**config.mk**
```make
export PLATFORM = sky130hd
export DESIGN_NAME = seven_seg_scanner_flat
export DESIGN_NICKNAME = d
export VERILOG_FILES = /design/src/rtl/seven_seg_pkg.sv /design/src/rtl/seven_seg_scanner_if.sv /design/src/rtl/scan_tick_sync.sv /design/src/rtl/seven_seg_scanner.sv /design/src/flat_wrapper.sv
export SDC_FILE = /design/constraint.sdc
export NUM_CORES = 1
export LEC_CHECK = 0
export ABC_AREA = 1
export ABC_CLOCK_PERIOD_IN_PS = 2780
export CAP_MARGIN = 20
export CORE_MARGIN = 3
export CORE_UTILIZATION = 55
export CTS_CLUSTER_DIAMETER = 40
export DETAILED_ROUTE_END_ITERATION = 6
export PLACE_DENSITY = 0.8
export SYNTH_ARGS = -nofsm -noshare
export SYNTH_HDL_FRONTEND = slang
export SYNTH_SLANG_ARGS = --single-unit
```
**constraint.sdc**
```tcl
create_clock -name clk_100mHz_in -period 2.78 [get_ports clk_100mHz_in]
set_input_delay 0.556 -clock clk_100mHz_in [delete_from_list [all_inputs] [get_ports clk_100mHz_in]]
set_output_delay 0.556 -clock clk_100mHz_in [all_outputs]
set_load 0.02 [all_outputs]
```
**src/rtl/seven_seg_pkg.sv**
```systemverilog
// Shared types, constants and hex decode for the seven-segment scanner.
package seven_seg_pkg;

  typedef logic [1:0] state_t;

  localparam state_t IDLE  = 2'd0;
  localparam state_t BLANK = 2'd1;
  localparam state_t DRIVE = 2'd2;

  localparam logic [6:0] SEG_OFF = 7'h7F;
  localparam logic [3:0] AN_OFF  = 4'hF;

  // Active-low cathodes, bit order {g,f,e,d,c,b,a}.
  function automatic logic [6:0] hex_to_seg(input logic [3:0] hex);
    logic [6:0] seg;
    case (hex)
      4'h0:    seg = 7'b1000000;
      4'h1:    seg = 7'b1111001;
      4'h2:    seg = 7'b0100100;
      4'h3:    seg = 7'b0110000;
      4'h4:    seg = 7'b0011001;
      4'h5:    seg = 7'b0010010;
      4'h6:    seg = 7'b0000010;
      4'h7:    seg = 7'b1111000;
      4'h8:    seg = 7'b0000000;
      4'h9:    seg = 7'b0010000;
      4'hA:    seg = 7'b0001000;
      4'hB:    seg = 7'b0000011;
      4'hC:    seg = 7'b1000110;
      4'hD:    seg = 7'b0100001;
      4'hE:    seg = 7'b0000110;
      default: seg = 7'b0001110;
    endcase
    return seg;
  endfunction

endpackage

```
**src/rtl/seven_seg_scanner_if.sv**
```systemverilog
// Value inputs and display pin outputs of the seven-segment scanner.
interface seven_seg_scanner_if;
  logic        enable;
  logic [15:0] value;
  logic [3:0]  dp_in;
  logic [3:0]  an;
  logic [6:0]  seg;
  logic        dp;
  logic [1:0]  digit_idx;

  modport master (
    output enable, value, dp_in,
    input  an, seg, dp, digit_idx
  );

  modport slave (
    input  enable, value, dp_in,
    output an, seg, dp, digit_idx
  );
endinterface

```
**src/rtl/scan_tick_sync.sv**
```systemverilog
// Two-flop synchroniser plus edge flop; tick pulses one cycle per rising edge of async_in.
module scan_tick_sync (
  input  logic clk,
  input  logic reset,
  input  logic async_in,
  output logic tick
);
  logic s1, s2, s3;

  always_ff @(posedge clk or posedge reset) begin
    if (reset) begin
      s1 <= 1'b0;
      s2 <= 1'b0;
      s3 <= 1'b0;
    end else begin
      s1 <= async_in;
      s2 <= s1;
      s3 <= s2;
    end
  end

  assign tick = s2 & ~s3;
endmodule

```
**src/rtl/seven_seg_scanner.sv**
```systemverilog
// Time-multiplexed 4-digit common-anode driver with per-digit blanking.
// Optional LEADING_ZERO_BLANK_EN suppresses leading zero digits 3..1.
module seven_seg_scanner
  import seven_seg_pkg::*;
#(
  parameter int unsigned BLANK_CYCLES = 100
) (
  input  logic               clk_100mHz_in,
  input  logic               reset,
  input  logic               scan_clk_in,
  seven_seg_scanner_if.slave bus
);
  localparam logic [11:0] RELOAD = 12'(BLANK_CYCLES - 1);

  logic        tick;
  logic        advance;
  state_t      state_q, state_d;
  logic [11:0] cnt_q, cnt_d;
  logic [1:0]  idx_q, idx_d;
  logic [15:0] val_q, val_d;
  logic [3:0]  dps_q, dps_d;
  logic [3:0]  an_q, an_d;
  logic [6:0]  seg_q, seg_d;
  logic        dp_q, dp_d;
  logic [3:0]  nib;
  logic        lead_blank;

  scan_tick_sync u_sync (
    .clk      (clk_100mHz_in),
    .reset    (reset),
    .async_in (scan_clk_in),
    .tick     (tick)
  );

  always_comb begin
    state_d = state_q;
    cnt_d   = cnt_q;
    idx_d   = idx_q;
    val_d   = val_q;
    dps_d   = dps_q;
    advance = 1'b0;
    if (!bus.enable) begin
      state_d = IDLE;
      idx_d   = 2'd0;
    end else begin
      case (state_q)
        IDLE: begin
          if (tick) begin
            state_d = BLANK;
            idx_d   = 2'd0;
            cnt_d   = RELOAD;
            val_d   = bus.value;
            dps_d   = bus.dp_in;
          end
        end
        BLANK: begin
          if (tick)               advance = 1'b1;
          else if (cnt_q == '0)   state_d = DRIVE;
          else                    cnt_d   = cnt_q - 12'd1;
        end
        DRIVE:   advance = tick;
        default: state_d = IDLE;
      endcase
      if (advance) begin
        state_d = BLANK;
        idx_d   = idx_q + 2'd1;
        cnt_d   = RELOAD;
        // Snapshot only at the start of a frame so digits never mix two values.
        if (idx_q == 2'd3) begin
          val_d = bus.value;
          dps_d = bus.dp_in;
        end
      end
    end
  end

  always_comb begin
    case (idx_d)
      2'd0:    nib = val_d[3:0];
      2'd1:    nib = val_d[7:4];
      2'd2:    nib = val_d[11:8];
      default: nib = val_d[15:12];
    endcase
  end

`ifdef LEADING_ZERO_BLANK_EN
  always_comb begin
    case (idx_d)
      2'd1:    lead_blank = (val_d[15:4] == 12'h0);
      2'd2:    lead_blank = (val_d[15:8] == 8'h0);
      2'd3:    lead_blank = (val_d[15:12] == 4'h0);
      default: lead_blank = 1'b0;
    endcase
  end
`else
  assign lead_blank = 1'b0;
`endif

  // Outputs are registered from next-state so they change on the same edge as the state.
  always_comb begin
    an_d  = AN_OFF;
    seg_d = SEG_OFF;
    dp_d  = 1'b1;
    if (state_d == DRIVE) begin
      an_d  = ~(4'b0001 << idx_d);
      seg_d = lead_blank ? SEG_OFF : hex_to_seg(nib);
      dp_d  = ~dps_d[idx_d];
    end
  end

  always_ff @(posedge clk_100mHz_in or posedge reset) begin
    if (reset) begin
      state_q <= IDLE;
      cnt_q   <= '0;
      idx_q   <= 2'd0;
      val_q   <= '0;
      dps_q   <= '0;
      an_q    <= AN_OFF;
      seg_q   <= SEG_OFF;
      dp_q    <= 1'b1;
    end else begin
      state_q <= state_d;
      cnt_q   <= cnt_d;
      idx_q   <= idx_d;
      val_q   <= val_d;
      dps_q   <= dps_d;
      an_q    <= an_d;
      seg_q   <= seg_d;
      dp_q    <= dp_d;
    end
  end

  assign bus.an        = an_q;
  assign bus.seg       = seg_q;
  assign bus.dp        = dp_q;
  assign bus.digit_idx = idx_q;
endmodule
```
**src/flat_wrapper.sv**
```systemverilog
// flat-port wrapper written by rule: the top's interface ports become plain ports
module seven_seg_scanner_flat import seven_seg_pkg::*;
#(
  parameter int unsigned BLANK_CYCLES = 100
)
  (clk_100mHz_in, reset, scan_clk_in, bus_enable, bus_value, bus_dp_in, bus_an, bus_seg, bus_dp, bus_digit_idx);
  seven_seg_scanner_if bus_i ();
  input  logic clk_100mHz_in;
  input  logic reset;
  input  logic scan_clk_in;
  input wire logic [$bits(bus_i.enable)-1:0] bus_enable;
  input wire logic [$bits(bus_i.value)-1:0] bus_value;
  input wire logic [$bits(bus_i.dp_in)-1:0] bus_dp_in;
  output wire logic [$bits(bus_i.an)-1:0] bus_an;
  output wire logic [$bits(bus_i.seg)-1:0] bus_seg;
  output wire logic [$bits(bus_i.dp)-1:0] bus_dp;
  output wire logic [$bits(bus_i.digit_idx)-1:0] bus_digit_idx;
  assign bus_i.enable = bus_enable;
  assign bus_i.value = bus_value;
  assign bus_i.dp_in = bus_dp_in;
  assign bus_an = bus_i.an;
  assign bus_seg = bus_i.seg;
  assign bus_dp = bus_i.dp;
  assign bus_digit_idx = bus_i.digit_idx;
  seven_seg_scanner #(.BLANK_CYCLES(BLANK_CYCLES)) u_core (.clk_100mHz_in(clk_100mHz_in), .reset(reset), .scan_clk_in(scan_clk_in), .bus(bus_i));
endmodule
```
==> run_results.csv <==
group,metric,value,unit
synth,yosysMostFrequentCell,"nand2_1",
setup_path,critPathRequiredTime,3010,ps
sta,rsz0062_at_grt,"false",
synth,synth_ff_type,"dfrtp_1",
setup_path,setup.worst_path.end,"u_core.bus.seg[3]",
synth,synth_area,2770,sq um
setup_path,startpoint,"u_core.state_q[0]",
grt,grt_pass1_vias,2423,
synth,ys_seq_area_share,46.6,%
grt,grt_usage,22.2,%
cts,clock-root-buffer,"clkbuf_8",
die,rows,25,
sta,fmaxAchievable,0.392,GHz
placement,gp_congestion,0.909,
detailed_routing,drc,0,
synth,synthArstFlopShare,100,%
power_and_ir_drop,powerDensity,537,nW/um^2
die,start_util,57.9,%
synth,synthTopCellsByCount,"nand2_1, dfrtp_1, nand3_1, nor2_1, inv_1",
run_status,status,"complete, no violations",
setup_path,r2r_end,"u_core.bus.seg[3]",
setup_path,regToRegStartpoint,"u_core.state_q[0]",
sta,fin_ws,230,ps
die,die_width,77.0,um
sta,fin_skew,5.98,ps
setup_path,crit_path_end_kind,"flip-flop",
cts,htree_levels,2,
sta,min_period,2550,ps
cts,clockBufferDepth,2,
synth,syn_area_per_cell,8.03,sq um
sta,worst-slew-pin-transition,466,ps
flow_run,cap_violations,0,
detailed_routing,routed-via-count,2438,
detailed_routing,wl,6.08,mm
die,ios,38,
synth,synth_top_area_share,35.2,%
cells_and_area,drive_above_1_share,15.7,%
synth,synth_edf_count,0,
min_path,hold_class,"flip-flop to flip-flop",
sta,max_slew_margin,68.9,%
setup_path,reg2regPathDepth,15,
detailed_routing,final_antenna_net_count,0,
grt,gr-total-overflow,0,
cts,clkLatencyLatePin,300,ps
detailed_routing,via_per_inst,5.27,
cts,cts.sinks,51,
cells_and_area,areaGrowthSynthToFinish,24.1,%
cells_and_area,antenna_cells,0,
setup_path,worstPathArrival,2780,ps
cells_and_area,num-nets-final,431,
synth,synth_cell_types,33,
synth,synthesis.instances,345,
synth,ys_seq_elements,51,
synth,syn-num-nets,381,
setup_path,rrSetupSlack,230,ps
cts,cts_tree,"yes",
setup_path,critPathLaunchType,"flip-flop",
sta,final.setup.tns,0,ps
die,core-area,4790,sq um
synth,yosys_warnings,0,
synth,yosys.area.top_type,"dfrtp_1",
setup_path,path_max_fanout,7,
sta,fin_crit_sh,91.7,%
die,die_area,5930,sq um
cells_and_area,fin_util,71.9,%
placement,pre_cts_slack,19.3,ps
synth,synthTopCellsByArea,"dfrtp_1, nand2_1, dfstp_2, nand3_1, ha_1",
sta,holdWs,363,ps
placement,hpwl,4.67,mm
detailed_routing,drt_iter0_drc,94,
cts,ctsHoldBuffers,0,
power_and_ir_drop,p_leak,1.64,nW
power_and_ir_drop,vdd_drop_max,0.324,mV
sta,setup_viol,0,
cts,path_clk_slew,90,ps
sta,slew_viol_final,0,
placement,portBuffers,37,
grt,grt_max_degree,24,
cts,cts_buffers,5,
detailed_routing,post_drt_wl_per_cell,13.1,um
grt,antenna_found_initial,0,
setup_path,path_class,"flip-flop to flip-flop",
power_and_ir_drop,power,1.85,mW
detailed_routing,first_pass_iters,4,
sta,finalHoldViolCount,0,
grt,grt_pass1_wl,10.7,mm
die,die_height,77.0,um
through the flow:
step                std cells  area, sq um
floorplan                 345         2770
global placement          454         3290
detailed placement        454         3290
CTS                       462         3410
global route              463         3440
finish                    463         3440
flip-flops by register name, summed over array words and instances, names as in the netlist:
register,count
u_core.u_sync.s1,1
u_core.bus.digit_idx,2
u_core.val_q,16
u_core.bus.dp,1
u_core.u_sync.s2,1
u_core.bus.seg,7
u_core.cnt_q,12
u_core.state_q,2
u_core.u_sync.s3,1
u_core.dps_q,4
u_core.bus.an,4
cell usage in the layout (no fill, tap or decap), types with 2 or more instances in the layout:
master	count
buf_4	12
clkbuf_8	6
nand2_1	100
dfrtp_1	39
nand3_1	37
nor2_4	2
nand3b_1	5
and2_1	2
o21ai_0	12
nor3_1	2
nand2_2	7
inv_1	30
a21oi_1	7
o21a_1	2
nand4_1	9
nor2_2	5
nor2_1	35
inv_2	6
dfstp_2	12
clkdlybuf4s50_1	37
ha_1	12
o21ai_4	2
nand3_2	2
critical path: stages, from the launching register on:
cell     delay (ps)
dfrtp_1         390
inv_2            80
ha_1            350
nand3_4         140
inv_1            90
nand2_1          70
nand3_1         150
nor2_2          190
inv_2            60
nor2_1          190
nor2_4           90
ha_1            250
inv_1            90
nand4_1         120
nand3_1         140
nand3_1          80
cell type report:
cell class                      instances  area, sq um
Fill cell                             367         1350
Multi-Input combinational cell        251         1330
Sequential cell                        51         1290
Timing Repair Buffer                   50          480
Inverter                               36          135
Tap cell                               67         83.8
Clock buffer                            6         82.6
Clock inverter                          2         35.0
metal layers:
layer  vias up  share of wire, %  GRT usage [%]
li1       1214                 -              -
met1      1148                41           26.9
met2        68                53           40.1
met3         8               4.5           3.87
met4         0               1.4           6.76
met5         -                 0              0
kinds of logic (layout without fill, tap and decap cells):
group	Yosys count	after routing	synth area share [%]
DFF	51	51	46.6
xor gates and xnor gates	1	1	0.316
and+or+nand+nor	209	209	34.6
adders and majority gates	12	12	5.42
buffers and inverters	43	94	6.18
AOI/OAI and AO/OA	29	29	6.86
worst min-delay path by stage:
stage	startpoint	endpoint	depth (start not counted)
2_1_floorplan	u_core.u_sync.s1	u_core.u_sync.s2	0
3_5_place_dp	u_core.u_sync.s1	u_core.u_sync.s2	0
5_1_grt	u_core.u_sync.s1	u_core.u_sync.s2	0
3_3_place_gp	u_core.u_sync.s1	u_core.u_sync.s2	0
6_report	u_core.u_sync.s1	u_core.u_sync.s2	0
4_1_cts	u_core.u_sync.s1	u_core.u_sync.s2	0
power by group:
group / switching, mW / internal, mW
registers: 0.0335 / 0.824
logic: 0.281 / 0.173
clock network: 0.244 / 0.291
total: 0.558 / 1.29
repair_timing:
| item | in CTS | in global routing |
|---|---|---|
| endpoints found under the setup margin | 0 | 5 |
| buffers inserted | 0 | 1 |
| resized for setup | 0 | 5 |
(Power assumes the default switching activity.)
